## src/rtl/hilo_muldiv_unit.sv

```systemverilog
// Iterative multiply/divide unit with architectural HI/LO registers.
// One shift-add or restoring-subtract step per cycle, then a sign-fix cycle.
module hilo_muldiv_unit #(
  parameter int unsigned WIDTH = 32
) (
  input  logic             clk,
  input  logic             rst,
  input  logic             start,
  input  logic [2:0]       op,
  input  logic [WIDTH-1:0] rs_data,
  input  logic [WIDTH-1:0] rt_data,
  output logic             busy,
  output logic             done,
  output logic [WIDTH-1:0] hi,
  output logic [WIDTH-1:0] lo
);

  localparam int unsigned CW = (WIDTH > 1) ? $clog2(WIDTH) : 1;
  localparam int unsigned W2 = 2 * WIDTH;

  localparam logic [2:0] OP_MULT  = 3'b000;
  localparam logic [2:0] OP_MULTU = 3'b001;
  localparam logic [2:0] OP_DIV   = 3'b010;
  localparam logic [2:0] OP_DIVU  = 3'b011;
  localparam logic [2:0] OP_MTHI  = 3'b100;
  localparam logic [2:0] OP_MTLO  = 3'b101;

  typedef enum logic [1:0] {S_IDLE, S_RUN, S_FIX} state_t;

  state_t           state_q, state_d;
  logic [CW-1:0]    cnt_q, cnt_d;
  logic [WIDTH-1:0] p_hi_q, p_hi_d;
  logic [WIDTH-1:0] p_lo_q, p_lo_d;
  logic [WIDTH-1:0] mcand_q, mcand_d;
  logic             is_div_q, is_div_d;
  logic             neg_p_q, neg_p_d;
  logic             neg_r_q, neg_r_d;
  logic             dz_q, dz_d;
  logic             busy_q, busy_d;
  logic             done_q, done_d;
  logic [WIDTH-1:0] hi_q, hi_d;
  logic [WIDTH-1:0] lo_q, lo_d;

  logic             arith_op, signed_op, sign_a, sign_b;
  logic [WIDTH-1:0] mag_a, mag_b;
  logic [WIDTH:0]   mult_sum, div_shift, div_diff;
  logic [W2-1:0]    prod_fix;
  logic [WIDTH-1:0] quo_fix, rem_fix;

  // State register
  always_ff @(posedge clk) begin
    if (rst) state_q <= S_IDLE;
    else     state_q <= state_d;
  end

  // Next-state logic
  always_comb begin
    state_d = state_q;
    unique case (state_q)
      S_IDLE:  if (start && arith_op) state_d = S_RUN;
      S_RUN:   if (cnt_q == '0) state_d = S_FIX;
      S_FIX:   state_d = S_IDLE;
      default: state_d = S_IDLE;
    endcase
  end

  // Operand decode and per-step arithmetic
  always_comb begin
    arith_op  = (op == OP_MULT) || (op == OP_MULTU) || (op == OP_DIV) || (op == OP_DIVU);
    signed_op = (op == OP_MULT) || (op == OP_DIV);
    sign_a    = signed_op && rs_data[WIDTH-1];
    sign_b    = signed_op && rt_data[WIDTH-1];
    mag_a     = sign_a ? WIDTH'(0) - rs_data : rs_data;
    mag_b     = sign_b ? WIDTH'(0) - rt_data : rt_data;
    mult_sum  = {1'b0, p_hi_q} + {1'b0, (p_lo_q[0] ? mcand_q : {WIDTH{1'b0}})};
    div_shift = {p_hi_q, p_lo_q[WIDTH-1]};
    div_diff  = div_shift - {1'b0, mcand_q};
    prod_fix  = neg_p_q ? W2'(0) - {p_hi_q, p_lo_q} : {p_hi_q, p_lo_q};
    quo_fix   = dz_q ? {WIDTH{1'b1}} : (neg_p_q ? WIDTH'(0) - p_lo_q : p_lo_q);
    rem_fix   = neg_r_q ? WIDTH'(0) - p_hi_q : p_hi_q;
  end

  // Datapath and output next values
  always_comb begin
    cnt_d    = cnt_q;
    p_hi_d   = p_hi_q;
    p_lo_d   = p_lo_q;
    mcand_d  = mcand_q;
    is_div_d = is_div_q;
    neg_p_d  = neg_p_q;
    neg_r_d  = neg_r_q;
    dz_d     = dz_q;
    busy_d   = busy_q;
    done_d   = 1'b0;
    hi_d     = hi_q;
    lo_d     = lo_q;
    unique case (state_q)
      S_IDLE: begin
        if (start) begin
          if (arith_op) begin
            is_div_d = op[1];
            neg_p_d  = sign_a ^ sign_b;
            neg_r_d  = sign_a;
            dz_d     = op[1] && (rt_data == '0);
            p_hi_d   = '0;
            p_lo_d   = op[1] ? mag_a : mag_b;
            mcand_d  = op[1] ? mag_b : mag_a;
            cnt_d    = CW'(WIDTH - 1);
            busy_d   = 1'b1;
          end else if (op == OP_MTHI) begin
            hi_d = rs_data;
          end else if (op == OP_MTLO) begin
            lo_d = rs_data;
          end
        end
      end
      S_RUN: begin
        cnt_d = cnt_q - CW'(1);
        if (is_div_q) begin
          // Restoring step: keep the difference only when it did not go negative
          if (!div_diff[WIDTH]) p_hi_d = div_diff[WIDTH-1:0];
          else                  p_hi_d = div_shift[WIDTH-1:0];
          p_lo_d = {p_lo_q[WIDTH-2:0], ~div_diff[WIDTH]};
        end else begin
          p_hi_d = mult_sum[WIDTH:1];
          p_lo_d = {mult_sum[0], p_lo_q[WIDTH-1:1]};
        end
      end
      S_FIX: begin
        if (is_div_q) begin
          hi_d = rem_fix;
          lo_d = quo_fix;
        end else begin
          hi_d = prod_fix[W2-1:WIDTH];
          lo_d = prod_fix[WIDTH-1:0];
        end
        busy_d = 1'b0;
        done_d = 1'b1;
      end
      default: ;
    endcase
  end

  // Datapath and output registers
  always_ff @(posedge clk) begin
    if (rst) begin
      cnt_q    <= '0;
      p_hi_q   <= '0;
      p_lo_q   <= '0;
      mcand_q  <= '0;
      is_div_q <= 1'b0;
      neg_p_q  <= 1'b0;
      neg_r_q  <= 1'b0;
      dz_q     <= 1'b0;
      busy_q   <= 1'b0;
      done_q   <= 1'b0;
      hi_q     <= '0;
      lo_q     <= '0;
    end else begin
      cnt_q    <= cnt_d;
      p_hi_q   <= p_hi_d;
      p_lo_q   <= p_lo_d;
      mcand_q  <= mcand_d;
      is_div_q <= is_div_d;
      neg_p_q  <= neg_p_d;
      neg_r_q  <= neg_r_d;
      dz_q     <= dz_d;
      busy_q   <= busy_d;
      done_q   <= done_d;
      hi_q     <= hi_d;
      lo_q     <= lo_d;
    end
  end

  assign busy = busy_q;
  assign done = done_q;
  assign hi   = hi_q;
  assign lo   = lo_q;

endmodule

```

## config.mk

```make
export PLATFORM = sky130hd
export DESIGN_NAME = hilo_muldiv_unit
export DESIGN_NICKNAME = d
export VERILOG_FILES = /design/src/rtl/hilo_muldiv_unit.sv
export SDC_FILE = /design/constraint.sdc
export NUM_CORES = 1
export LEC_CHECK = 0
export ABC_AREA = 1
export BUFFER_PORTS_ARGS = -buffer_cell sky130_fd_sc_hd__clkbuf_2
export CAP_MARGIN = 20
export CORE_ASPECT_RATIO = 0.6
export CORE_MARGIN = 1.5
export CORE_UTILIZATION = 35
export DETAILED_ROUTE_END_ITERATION = 10
export SLEW_MARGIN = 30
export SYNTH_ARGS = -nofsm -noshare
export SYNTH_HDL_FRONTEND = slang
export SYNTH_SLANG_ARGS = --single-unit
```

## constraint.sdc

```tcl
create_clock -name clk -period 6.7 [get_ports clk]
set_input_delay 1.005 -clock clk [delete_from_list [all_inputs] [get_ports clk]]
set_output_delay 1.005 -clock clk [all_outputs]
set_load 0.005 [all_outputs]
```

==> impl_metrics.env, run 1 <==
export IMPL_status="completed"
export IMPL_clk_insertion_delay_late_ns=0.47
export IMPL_ys_async_sr_fraction_pct=0
export IMPL_num_vias=22000
export IMPL_arrival_ns=3.83
export IMPL_antenna_cells=0
export IMPL_cp_max_fo=21
export IMPL_finalCriticalPeriod_ns=3.45
export IMPL_ys_types=51
export IMPL_ys_seq_area_share_pct=19.5
export IMPL_mostFrequentLayoutCell="nand2_1"
export IMPL_period_share_pct=51.4
export IMPL_clockBufferDepth=2
export IMPL_htreeDepth=4
export IMPL_clk_pin_slew_ns=0.08
export IMPL_wirelength_mm=85.9
export IMPL_dp_hpwl_mm=70.8
export IMPL_end_kind="flop"
export IMPL_core_mm2=0.0497
export IMPL_grt_usage_pct=32.1
export IMPL_crit_family="simple AND/OR/NAND/NOR gates"
export IMPL_design_portCount=136
export IMPL_grt_pass1_wl_mm=122
export IMPL_pwr_density_cell_mw_per_mm2=269
export IMPL_fin_tns_setup_ns=0
export IMPL_layout_common_cells="nand2_1, inv_1, nor2_1, nand3_1, a21oi_1"
export IMPL_fp_row_count=63
export IMPL_hold_viol_final=0
export IMPL_drv_slew=0
export IMPL_cts_buffers=17
export IMPL_cts_sinks=173
export IMPL_nets=3427
export IMPL_tightest_slew_ns=0.930
export IMPL_synth_top_family_by_area="simple AND/OR/NAND/NOR gates"
export IMPL_cts_hold_buf=0
export IMPL_cp_buffers_inverters=1
export IMPL_drive_above_1_share_pct=7.49
export IMPL_synth_area_per_cell_um2=5.50
export IMPL_drv_cap=0
export IMPL_cp_required_ns=7.09
export IMPL_synth_simple_area_share_pct=38.9
export IMPL_dpl_worst_slack_ns=3.08
export IMPL_first_pass_iters=8
export IMPL_synth_compound_area_share_pct=20.0
export IMPL_synth_adder_area_share_pct=5.16
export IMPL_dieHeight_um=178
export IMPL_rsz0062_at_grt="no"
export IMPL_critical_path_most_common_cell="nand2_1"
export IMPL_cp_slowest_stage_delay_ns=0.81
export IMPL_grt_start_max_net_pins=87
export IMPL_fmax_mhz=290
export IMPL_area_growth_pct=10.1
export IMPL_crit_path_top_delay_cell="dfxtp_1"
export IMPL_start_util_pct=35.7
export IMPL_p_leak_nw=10.1
export IMPL_synth_top_area_share_pct=19.5
export IMPL_syn_cell_area_mm2=0.0178
export IMPL_ant_nets=0
export IMPL_yosys_area_share_xor_xnor_pct=3.16
export IMPL_path_cells="ha_1 -> nand2_2 -> inv_2 -> a21oi_1 -> nand2_1 -> a21oi_2 -> nand3_2 -> nand2_2 -> nand2_1 -> nand3_1 -> nand2_1 -> a21oi_1"
export IMPL_remaining_drc_errors=0
export IMPL_startpoint_type="flop"
export IMPL_fp_dieW_um=294
export IMPL_synth_area_leaders="dfxtp_1, nand2_1, inv_1, nand3_1, a21oi_1"
export IMPL_ys_ff_latch=173
export IMPL_synth_top_cell_by_area="dfxtp_1"
export IMPL_slew_headroom_pct=37.9
export IMPL_avgRoutedWirePerCell_um=21.6
export IMPL_finalPower_mw=5.26
export IMPL_via_per_inst=5.53
export IMPL_muxShareOfSynthArea_pct=0
export IMPL_ys_flop_type="dfxtp_1"
export IMPL_overflow=0
export IMPL_holdWs_ns=0.488
export IMPL_antenna_found_initial=2
export IMPL_first_global_vias=18200
export IMPL_setup_viol_count_final=0
export IMPL_drt_iter0_drc=3217
export IMPL_gp_congestion=1.03
export IMPL_hold_class="flop to flop"
export IMPL_cts_tree="yes"
export IMPL_vdd_drop_max_mv=0.214
export IMPL_ys_warn_count=0
export IMPL_port_buffers=135
export IMPL_setup_ws_ns=3.25
export IMPL_root_buffer="clkbuf_16"
export IMPL_postCtsSetupBuffers=0
export IMPL_postSynthCellCount=3228
export IMPL_dieArea_mm2=0.0522
export IMPL_post_cts_resized=0
export IMPL_synth_nets=3370
export IMPL_fin_worst_skew_ns=0.0211
export IMPL_synth_edff_count=0
export IMPL_crit_type="flop to flop"
[final timing paths]
check	slack, ns	start	depth (start not counted)	end
worst min-delay path	0.49	lo[0]	2	lo[0]
worst max register to register	3.25	p_hi_q[22]	12	p_hi_q[19]
worst min register to register	0.49	lo[0]	2	lo[0]
worst max-delay path	3.25	p_hi_q[22]	12	p_hi_q[19]
[cells by family after synthesis]
| kind of cell | Yosys count |
|---|---|
| simple gates | 1656 |
| buf+inv | 613 |
| xor+xnor | 64 |
| fa+ha+maj | 72 |
| flops | 173 |
| compound gates | 650 |
[power by group]
group	switching, mW	internal [mW]
Combinational	2.06	0.803
Clock	0.520	0.497
Sequential	0.225	1.15
Total	2.81	2.45
[per-stage QoR]
| step | util, % | area [um^2] | std cells |
|---|---|---|---|
| detailed placement | 38.2 | 19000 | 3948 |
| CTS | 39.3 | 19600 | 3980 |
| global route | 39.3 | 19600 | 3980 |
| finish | 39.3 | 19600 | 3980 |
| global placement | 38.2 | 19000 | 3948 |
| floorplan | - | 17800 | 3228 |
[cell type report]
class,count,area (um^2)
inverters,492,1850
multi-input cells,2442,12000
clock inverters,15,146
flip-flops and latches,173,3460
fillers,5624,30200
repair buffers,159,856
clock buffers,17,425
well taps,682,853
[synth_stat cells, types with 4 or more instances]
master	number
nand4_1	37
nand3_1	282
o31ai_1	6
o21ai_0	255
a21oi_1	262
nor2_2	8
o21bai_1	10
ha_1	70
o211ai_1	31
or2_2	7
nor4_1	6
dfxtp_1	173
o221ai_1	14
nand3b_1	14
xnor2_1	8
a31oi_1	33
o21ai_1	11
nand2_2	10
nand2_1	885
buf_2	13
buf_6	4
clkbuf_1	90
xor2_1	56
a21o_1	8
nor2_1	349
buf_1	11
inv_2	9
nor3_1	43
a21boi_0	4
inv_1	481
[metal layers]
metal	global-route usage (%)	share of wire [%]	wire length, um
met1	51.2	47	40600
met2	34.4	32	27300
met3	16.5	19	16000
met4	6.23	1.9	1640
met5	3.94	0.36	308
[sequential cells by signal (all words and copies together), names as in the netlist, 2 cells and up]
name / count
p_hi_q: 32
p_lo_q: 32
state_q: 2
cnt_q: 5
hi: 32
lo: 32
mcand_q: 32
[tightest hold or removal path, delay by kind of cell (launching register included)]
family          cells  cell delay [ns]
compound gates      1             0.05
simple gates        1             0.07
flops               1             0.32
Power figures use the tool's default switching activity.
==> inputs of run 2 (changes only) <==
==> constraint.sdc (replaced) <==
create_clock -name clk -period 3.3 [get_ports clk]
set_input_delay 0.495 -clock clk [delete_from_list [all_inputs] [get_ports clk]]
set_output_delay 0.495 -clock clk [all_outputs]
set_load 0.005 [all_outputs]
==> run 2 against run 1 <==
- maximum frequency rose by 13%
- count of clock-buffer cells in the layout did not move
- largest cell class unchanged
- highest routed layer unchanged
- routed wire length rose by 4.9%
- die area did not move
- flip-flop and latch count did not move
==> impl_metrics.env, run 2 (synthesized netlist as in run 1, its figures left out) <==
export IMPL_status="completed"
export IMPL_ant_nets=0
export IMPL_drt_iter0_drc=3425
export IMPL_root_buffer="clkbuf_16"
export IMPL_via_per_inst=5.53
export IMPL_mostFrequentLayoutCell="nand2_1"
export IMPL_avgRoutedWirePerCell_um=22.3
export IMPL_p_leak_nw=10.4
export IMPL_grt_pass1_wl_mm=129
export IMPL_dieArea_mm2=0.0522
export IMPL_first_pass_iters=6
export IMPL_busiest_layer="met1"
export IMPL_cts_hold_buf=0
export IMPL_wirelength_mm=90.1
export IMPL_layout_common_cells="nand2_1, inv_1, nor2_1, nand3_1, a21oi_1"
export IMPL_grt_start_max_net_pins=87
export IMPL_rsz0062_at_grt="no"
export IMPL_crit_type="flop to flop"
export IMPL_drv_slew=0
export IMPL_vdd_drop_max_mv=0.498
export IMPL_fp_dieW_um=294
export IMPL_port_buffers=135
export IMPL_dp_hpwl_mm=74.9
export IMPL_path_cells="buf_12 -> nand2_1 -> inv_1 -> ha_1 -> nand2_1 -> nor2_1 -> inv_1 -> nor2_1 -> nand2_1 -> nand3_1 -> nand2_1 -> nand3_1 -> nand2_1 -> nor2_1 -> nor2_1 -> nand2_1 -> a21oi_1"
export IMPL_p_sw_mw=5.91
export IMPL_first_global_vias=19100
export IMPL_dieHeight_um=178
export IMPL_arrival_ns=3.37
export IMPL_drive_above_1_share_pct=9.00
export IMPL_cp_required_ns=3.62
export IMPL_final_area_mm2=0.0201
export IMPL_cts_tree="yes"
export IMPL_grt_use_met1_pct=51.2
export IMPL_p_comb_share_pct=56.1
export IMPL_overflow=0
export IMPL_n_fill_cell=5584
export IMPL_crit_path_top_delay_cell="ha_1"
export IMPL_p_clk_share_pct=19.5
export IMPL_period_share_pct=92.4
export IMPL_gp_congestion=1.07
export IMPL_remaining_drc_errors=0
export IMPL_clockBufferDepth=2
export IMPL_drv_cap=0
export IMPL_cts_buffers=17
export IMPL_start_util_pct=35.7
export IMPL_hold_class="primary input to flop"
export IMPL_hold_viol_final=0
export IMPL_fmax_mhz=328
export IMPL_cp_slowest_stage_delay_ns=0.39
export IMPL_grt_usage_pct=33.8
export IMPL_tightest_slew_ns=0.924
export IMPL_setup_viol_count_final=0
export IMPL_num_vias=22300
export IMPL_slew_headroom_pct=38.2
export IMPL_cp_max_fo=28
export IMPL_end_kind="flop"
export IMPL_core_mm2=0.0497
export IMPL_intPower_mw=5.13
export IMPL_design_portCount=136
export IMPL_use_met2_pct=37.7
export IMPL_clk_pin_slew_ns=0.08
export IMPL_htreeDepth=4
export IMPL_pwr_density_cell_mw_per_mm2=551
export IMPL_fin_tns_setup_ns=0
export IMPL_antenna_found_initial=2
export IMPL_clk_insertion_delay_late_ns=0.48
export IMPL_power_frac_seq_pct=24.4
export IMPL_p_sw_share_pct=53.5
export IMPL_finalCriticalPeriod_ns=3.05
export IMPL_critical_path_most_common_cell="nand2_1"
export IMPL_startpoint_type="flop"
export IMPL_cts_sinks=173
export IMPL_postPlaceCellArea_mm2=0.0194
export IMPL_nets=3483
export IMPL_area_growth_pct=12.9
export IMPL_fp_row_count=63
export IMPL_grtUsageMet3_pct=22.0
export IMPL_fin_worst_skew_ns=0.0184
run 2: final cells by class:
cell class                 instances  area, um^2  area share, %
multi-input combinational       2442       12000           59.7
sequential                       173        3460           17.3
timing repair buffer             215        1310           6.55
clock inverter                    15         169          0.842
antenna                            1        2.50         0.0125
tap                              682         853           4.26
clock buffer                      17         425           2.12
inverter                         492        1850           9.21
run 2: what timing repair did:
item,CTS,global route
setup endpoints to repair,0,2
buffers inserted,0,0
gates resized for setup,0,1
run 2: metal layers:
layer	vias up	share of wire, %
met1	10200	46
li1	10700	-
met3	60	20
met2	1411	33
met4	4	0.99
met5	-	0.030
run 2: power by group through the flow:
stage / Clock, mW / Combinational, mW / Sequential [mW]
after floorplan: 0 / 3.92 / 2.56
after global placement: 0 / 5.91 / 2.70
after detailed placement: 0 / 5.86 / 2.69
after CTS: 2.16 / 5.89 / 2.65
after global routing: 2.23 / 6.72 / 2.69
final: 2.16 / 6.20 / 2.69
run 2: worst max-delay path, delay by kind of cell (launching register included):
kind | cells | cell delay (ns)
and+or+nand+nor | 12 | 1.76
DFF | 1 | 0.35
AOI/OAI and AO/OA | 1 | 0.05
adders and majority gates | 1 | 0.39
buffers and inverters | 3 | 0.34
run 2: stage by stage:
step                      hold slack [ns]  instances  util [%]  setup slack (ns)  total power, mW
after floorplan                     0.446       3228         -             0.716             6.49
after global placement              0.459       4004      39.1             0.415             8.60
after detailed placement            0.459       4004      39.1             0.292             8.55
after CTS                           0.381       4036      40.3             0.259             10.7
after global routing                0.397       4036      40.3            0.0260             11.6
final                               0.398       4037      40.3             0.251             11.0
run 2: worst paths after layout:
check | cells past startpoint | startpoint | slack [ns] | endpoint
setup reg to reg | 17 | p_lo_q[0] | 0.25 | p_hi_q[27]
hold reg to reg | 2 | lo[0] | 0.47 | lo[0]
hold / removal | 3 | rt_data[0] | 0.40 | mcand_q[0]
setup / recovery | 17 | p_lo_q[0] | 0.25 | p_hi_q[27]
